`src/rtl/prescaled_counter.sv`:
```
// -----------------------------------------------------------------------------
// prescaled_counter
//   Modulo-MODULO up/down counter that advances once every DIV clock cycles.
//   An internal prescaler generates a clock-enable step, so everything runs on
//   the single system clock. The tick and tc pulses let counter stages be
//   chained, for example seconds into minutes on a display.
//
// Parameters
//   WIDTH    counter width in bits
//   MODULO   count range 0..MODULO-1, 2 <= MODULO <= 2**WIDTH
//   DIV      clk cycles per counter step, DIV >= 1
//
// Ports
//   clk       in   system clock, rising edge
//   rst_n     in   asynchronous active-low reset
//   en        in   1 = prescaler runs, 0 = prescaler and count hold
//   up_dn     in   1 = count up, 0 = count down (sampled on a step cycle)
//   clr       in   synchronous clear of the count and the prescaler
//   load      in   synchronous load of load_val (saturated to MODULO-1)
//   load_val  in   load value
//   count     out  current count, registered
//   tick      out  one-cycle pulse at each count step
//   tc        out  one-cycle pulse at each wrap (terminal count)
// -----------------------------------------------------------------------------
module prescaled_counter #(
    parameter int WIDTH  = 4,
    parameter int MODULO = 16,
    parameter int DIV    = 25000000
) (
    input  logic             clk,
    input  logic             rst_n,
    input  logic             en,
    input  logic             up_dn,
    input  logic             clr,
    input  logic             load,
    input  logic [WIDTH-1:0] load_val,
    output logic [WIDTH-1:0] count,
    output logic             tick,
    output logic             tc
);

    // A prescaler width of at least 1 keeps DIV=1 legal. With DIV=1 the
    // register then sits at 0 and every enabled cycle is a step.
    localparam int PW = (DIV > 1) ? $clog2(DIV) : 1;

    localparam logic [PW-1:0]    PRE_LAST = PW'(DIV - 1);
    localparam logic [WIDTH-1:0] CNT_MAX  = WIDTH'(MODULO - 1);
    // The limit is one bit wider so that MODULO = 2**WIDTH still fits.
    localparam logic [WIDTH:0]   MOD_EXT  = (WIDTH + 1)'(MODULO);

    logic [PW-1:0]    pre_q,   pre_d;
    logic [WIDTH-1:0] count_q, count_d;
    logic             tick_q,  tick_d;
    logic             tc_q,    tc_d;
    logic             step_s;
    logic [PW-1:0]    pre_run_s;

    // Step condition and the free-running prescaler value that ignores clr.
    always_comb begin
        step_s    = en && (pre_q == PRE_LAST);
        pre_run_s = pre_q;
        if (step_s) begin
            pre_run_s = {PW{1'b0}};
        end else if (en) begin
            pre_run_s = pre_q + {{(PW-1){1'b0}}, 1'b1};
        end else begin
            pre_run_s = pre_q;
        end
    end

    // Next-state logic with priority clr > load > step > hold.
    always_comb begin
        pre_d   = pre_run_s;
        count_d = count_q;
        tick_d  = 1'b0;
        tc_d    = 1'b0;
        if (clr) begin
            pre_d   = {PW{1'b0}};
            count_d = {WIDTH{1'b0}};
        end else if (load) begin
            // The prescaler keeps running, so a step that coincides with a
            // load is lost and the next one keeps its original phase.
            if ({1'b0, load_val} >= MOD_EXT) begin
                count_d = CNT_MAX;
            end else begin
                count_d = load_val;
            end
        end else if (step_s) begin
            tick_d = 1'b1;
            // The wrap is detected by comparison, so a MODULO below 2**WIDTH
            // never depends on natural overflow.
            if (up_dn) begin
                if (count_q == CNT_MAX) begin
                    count_d = {WIDTH{1'b0}};
                    tc_d    = 1'b1;
                end else begin
                    count_d = count_q + {{(WIDTH-1){1'b0}}, 1'b1};
                    tc_d    = 1'b0;
                end
            end else begin
                if (count_q == {WIDTH{1'b0}}) begin
                    count_d = CNT_MAX;
                    tc_d    = 1'b1;
                end else begin
                    count_d = count_q - {{(WIDTH-1){1'b0}}, 1'b1};
                    tc_d    = 1'b0;
                end
            end
        end else begin
            count_d = count_q;
        end
    end

    // State and output registers with asynchronous reset.
    always_ff @(posedge clk or negedge rst_n) begin
        if (!rst_n) begin
            pre_q   <= {PW{1'b0}};
            count_q <= {WIDTH{1'b0}};
            tick_q  <= 1'b0;
            tc_q    <= 1'b0;
        end else begin
            pre_q   <= pre_d;
            count_q <= count_d;
            tick_q  <= tick_d;
            tc_q    <= tc_d;
        end
    end

    assign count = count_q;
    assign tick  = tick_q;
    assign tc    = tc_q;

endmodule

```
`config.mk`:
```
export PLATFORM = sky130hd
export DESIGN_NAME = prescaled_counter
export DESIGN_NICKNAME = d
export VERILOG_FILES = /design/src/rtl/prescaled_counter.sv
export SDC_FILE = /design/constraint.sdc
export NUM_CORES = 1
export LEC_CHECK = 0
export CAP_MARGIN = 20
export CORE_AREA = 2 2 67 69
export CTS_BUF_LIST = sky130_fd_sc_hd__clkbuf_4 sky130_fd_sc_hd__clkbuf_8
export DETAILED_ROUTE_END_ITERATION = 16
export DIE_AREA = 0 0 69 71
export PLACE_DENSITY = 0.7
export SYNTH_ARGS = -nofsm -noshare
export SYNTH_HDL_FRONTEND = slang
export SYNTH_SLANG_ARGS = --single-unit
```
`constraint.sdc`:
```
create_clock -name clk -period 2.3 [get_ports clk]
set_input_delay 0.46 -clock clk [delete_from_list [all_inputs] [get_ports clk]]
set_output_delay 0.46 -clock clk [all_outputs]
set_load 0.01 [all_outputs]
```
Yosys cells after proc, flatten, opt, wreduce, memory -nomap -nowiden
Index checks and enable logic that the tools add are counted.
Widths: inputs -> output; s select.
{ "word_totals": {"output_inout_bits": 6, "in_bits": 10, "reg_bits": 31} }
{ "classes": {"n_eq_ne": 2, "addsub": 3, "mux": 18, "n_reduce_logical": 4} }
{ "ops": {"columns": ["operator", "count"], "rows": [
  ["$mux 25", 3],
  ["$add 25x1->25 const B", 1],
  ["$eq 25x25->1 const B", 1],
  ["$mux 4", 6],
  ["$mux 1", 9],
  ["$reduce_bool 3->1", 2],
  ["$add 4x1->4 const B", 1],
  ["$eq 4x4->1 const B", 1],
  ["$logic_not 4->1", 1],
  ["$sub 4x1->4 const B", 1],
  ["$logic_and 1x1->1", 1]
]} }

Longest topological paths before layout
{ "depth": {"depth_word": 6, "ltp_mapped": 7, "depth_no_buf": 6} }

Worst setup path before layout
OpenSTA, ideal clock, no wires.
{ "synth_timing": {"kind": "flip-flop to flip-flop", "start": "reg pre_q[10]", "end": "reg count_q[2] (netlist: count[2])", "arrival_ns": 2.170, "stages_incl_launch_ff": 6, "path_slack_ns": 0.031, "path_buffers": 1, "t_required_ns": 2.201, "setup_ns": 0.099, "period_less_slack_ns": 2.269, "cell_sequence": "dfrtp_1 > or4_1 > or4_1 > buf_2 > or4_1 > a311oi_1"} }
{ "synth_between": {"elab_chain_cells": 3} }
{ "synth_lines": {"columns": ["element", "line", "rtl"], "rows": [
  ["from (decl)", "51", "logic [PW-1:0] pre_q, pre_d;"],
  ["from (signal assigned)", "117", "pre_q <= {PW{1'b0}};"],
  ["from (signal assigned)", "122", "pre_q <= pre_d;"],
  ["$eq 25x25->1", "60", "step_s = en && (pre_q == PRE_LAST);"],
  ["$logic_and 1x1->1", "60", null],
  ["$reduce_bool 3->1 (no source line)", null, null],
  ["to (signal assigned)", "118", "count_q <= {WIDTH{1'b0}};"],
  ["to (signal assigned)", "123", "count_q <= count_d;"],
  ["to (decl)", "52", "logic [WIDTH-1:0] count_q, count_d;"]
]} }
No other way between the ends.
A chain may end at the register's enable or synchronous reset.

Final worst setup path
{ "layout_timing": {"start": "reg pre_q[7]", "end": "reg pre_q[22]"} }
{ "layout_between": {"elab_chain_cells": 4} }
{ "layout_lines": {"columns": ["element", "line", "rtl"], "rows": [
  ["$add 25x1->25 or $eq 25x25->1 (tied branches)", "65, 60", null],
  ["$mux 25 or $logic_and 1x1->1 (tied branches)", "64, 60", null],
  ["$mux 25", "62", "if (step_s) begin"],
  ["$mux 25", "77", "if (clr) begin"]
]} }
Parallel ways exist; a longest one is shown, timed or not. The select of a mux whose other input is x is not followed.

==> metrics.md <==
| Metric | Value |
|---|---|
| ANT cells | 0 |
| Syn Inst Count | 200 |
| Total routing usage reported by global routing | between 10% and 20% |
| CORE AREA | about 4200 um2 |
| Critical-path maximum fanout | 6 |
| Worst Setup End Kind | flop |
| Die Y | 71 um |
| Vias in the first global route | around 1600 |
| Max Cap Viol | 0 |
| TNS Setup | 0 ps |
| Slew Limit Fails | 0 |
| Ys Warns | 0 |
| Peak supply drop | between 300 and 400 uV |
| Power per Cell Area | 533 nW/um2 |
| Grt ovf | 0 |
| Worst-path clk slew | ~70 ps |
| Average size of a mapped cell | 9.17 um2 |
| Required time of the critical path | around 2500 ps |
| Syn_nets | approximately 210 |
| Core Util, Final | a little under three fifths |
| CTS sink count | 31 |
| Final WL | 4.40 mm |
| Row cnt | 24 |
| Primary FF master, synth | dfrtp_1 |
| CTS tree | done |
| Largest net degree at the start of global routing | 32 |
| Die width | about 69 um |
| Bufs on Longest Clock Path | 2 |
| Final Cycle Share | 96.3% |
| Antenna violations before repair | 0 |
| H-tree levels | 2 |
| Post-synthesis sequential area ratio | between 40% and 50% |
| Min Tclk post-route | about 2200 ps |
| IO Pins | 16 |
| Vias | approximately 1700 |
| Power Total | 1.25 mW |
| Postcts setup bufs | 0 |
| CTS root buf | clkbuf_8 |
| Layout area overhead | 27.4% |
| Gp weighted congestion | 0.857 |
| Initial DRC count | 74 |
| Async set-reset flop share out of synthesis | between 90% and 100% |
| Worst slew margin | 72.8% |
| Antenna viol nets, final | 0 |
| Post-DP HPWL | between 3 and 4 mm |
| Total Nets Final | 250 |
| Clock skew | about 8 ps |
| Worst slew pin tran | about 410 ps |
| Fmax | 452 MHz |
| Placed Instances | 282 |
| DR vias/cell | about 5.8 |
| Status | complete, no violations |
| CTS Buf Count | 5 |
| Arrival @ worst endpoint | about 2400 ps |
| Starting Density | a little over two fifths |
| Share of post-route cells with drive strength above 1 | between 15 and 20% |
| Netlist cell types | 44 |
| Number of synthesized flops with an enable pin | 0 |
| Cts-stage hold buffer count | 0 |
| Clk Latency, worst-skew pair | ~290 ps |
| Die area | approximately 4900 um2 |
| Crit start category | flop |
| Final Instance Count excl. Fillers | between 200 and 300 |
| DRT Pass-1 Iters | 4 |
| Hold Vio Cnt, Final | 0 |
| # DRC | 0 |
| First-pass GRT wire length | ~7.7 mm |
| Mapped Area | approximately 1800 um2 |
| Final hold slack | ~560 ps |
| Most frequent cells in the layout | 31 x dfrtp_1, 21 x buf_4, 17 x a21oi_1 |
| RSZ-0062 raised after global routing | false |
| Commonest non-fill, non-tap cell in the layout | dfrtp_1 |
| Worst hold path class | in2async |
| Final setup fails | 0 |
| FF+latch count, synth | 31 |
| Setup CP Type | reg2reg |
| PortBufs | 15 |
| Avg WL per Cell | between 15 and 20 um |
| Lkg Pwr | 0.920 nW |
[where the power goes]
part | switching [mW] | total (mW) | internal [mW]
sequential | 0.0112 | 0.563 | 0.552
combinational | 0.0565 | 0.114 | 0.0579
clock | 0.217 | 0.568 | 0.350
total | 0.285 | 1.25 | 0.960
[area by class of cell]
| type | instances | area, um2 |
|---|---|---|
| multi-input combinational | 154 | 1000 |
| fill | 396 | 1870 |
| inverter | 7 | 26.3 |
| tap | 52 | 65.1 |
| timing repair buffer | 38 | 348 |
| sequential | 31 | 776 |
| clock buffer | 6 | 82.6 |
| clock inverter | 2 | 35.0 |
[Yosys cell counts, types with 2 or more instances]
library cell   n  area, um2
o211ai_1       3       22.5
o21ai_0       15       75.1
a21oi_1       17       85.1
nand4_1        7       43.8
or4_1         13       97.6
ha_1           3       37.5
xnor2_1        3       26.3
or3_1         11       68.8
dfrtp_1       31        776
a311oi_1       2       17.5
o31ai_1        5       37.5
or2_2          2       12.5
nor2_1        11       41.3
nor2b_1        2       12.5
clkbuf_1       5       18.8
o21bai_1       3       22.5
nor3_1         4       20.0
inv_1          7       26.3
nand3_1        9       45.0
nor4_1         2       12.5
nand2b_1       2       12.5
nor3b_1        3       22.5
buf_2          2       10.0
and3_1         3       18.8
xor2_1         7       61.3
nand2_1       10       37.5
[flip-flops by register name, summed over array words and instances (netlist names)]
name	cells
count	4
tc	1
pre_q	25
tick	1
[path summary, 6_finish.rpt]
kind | from | endpoint | slack (ps) | cells after the start
max reg2reg | pre_q[7]$_DFFE_PN0P_ | pre_q[22]$_DFFE_PN0P_ | 90 | 7
max | pre_q[7]$_DFFE_PN0P_ | pre_q[22]$_DFFE_PN0P_ | 90 | 7
max in group asynchronous | rst_n | count[3]$_DFFE_PN0P_ | 1430 | 2
min in group clk | pre_q[21]$_DFFE_PN0P_ | pre_q[21]$_DFFE_PN0P_ | 560 | 2
min | rst_n | pre_q[16]$_DFFE_PN0P_ | 560 | 2
min reg2reg | pre_q[21]$_DFFE_PN0P_ | pre_q[21]$_DFFE_PN0P_ | 560 | 2
[critical path, stage by stage, from the launching register on]
cell and delay (ps):
dfrtp_1 410, or4_1 530, or4_4 440, buf_4 170
o21bai_1 150, buf_4 210, buf_4 150, a21oi_1 40
[through the flow]
| step | instance area (um2) | setup WS [ps] |
|---|---|---|
| floorplan | 1830 | 30.8 |
| global placement | 2210 | 16.8 |
| detailed placement | 2210 | -50.8 |
| CTS | 2320 | 26.7 |
| global route | 2330 | 11.4 |
| finish | 2330 | 85.6 |
[logic make-up (layout without fill, tap and decap cells)]
| group | count (synthesis) | after routing | synth area share [%] |
|---|---|---|---|
| AO/OA/AOI/OAI | 54 | 54 | 18.6 |
| flip-flops | 31 | 31 | 42.3 |
| adder cells (fa/ha/maj) | 3 | 3 | 2.05 |
| buffers and inverters | 15 | 53 | 3.62 |
| AND/OR/NAND/NOR | 87 | 87 | 28.6 |
| XOR/XNOR | 10 | 10 | 4.78 |
[per-layer routing]
metal / GRT usage (%) / vias to the layer above / routed length (um)
met2: 34.2 / 44 / 2190
met1: 23.7 / 797 / 1960
li1: - / 834 / -
met3: 4.99 / 6 / 195
met5: 0 / - / 0
met4: 6.75 / 0 / 53
[timing repair]
| action | 4_1_cts | 5_1_grt |
|---|---|---|
| hold endpoints to repair | 0 | 0 |
| resized for setup | 0 | 3 |
| endpoints found under the setup margin | 0 | 5 |
(Power assumes the default switching activity.)
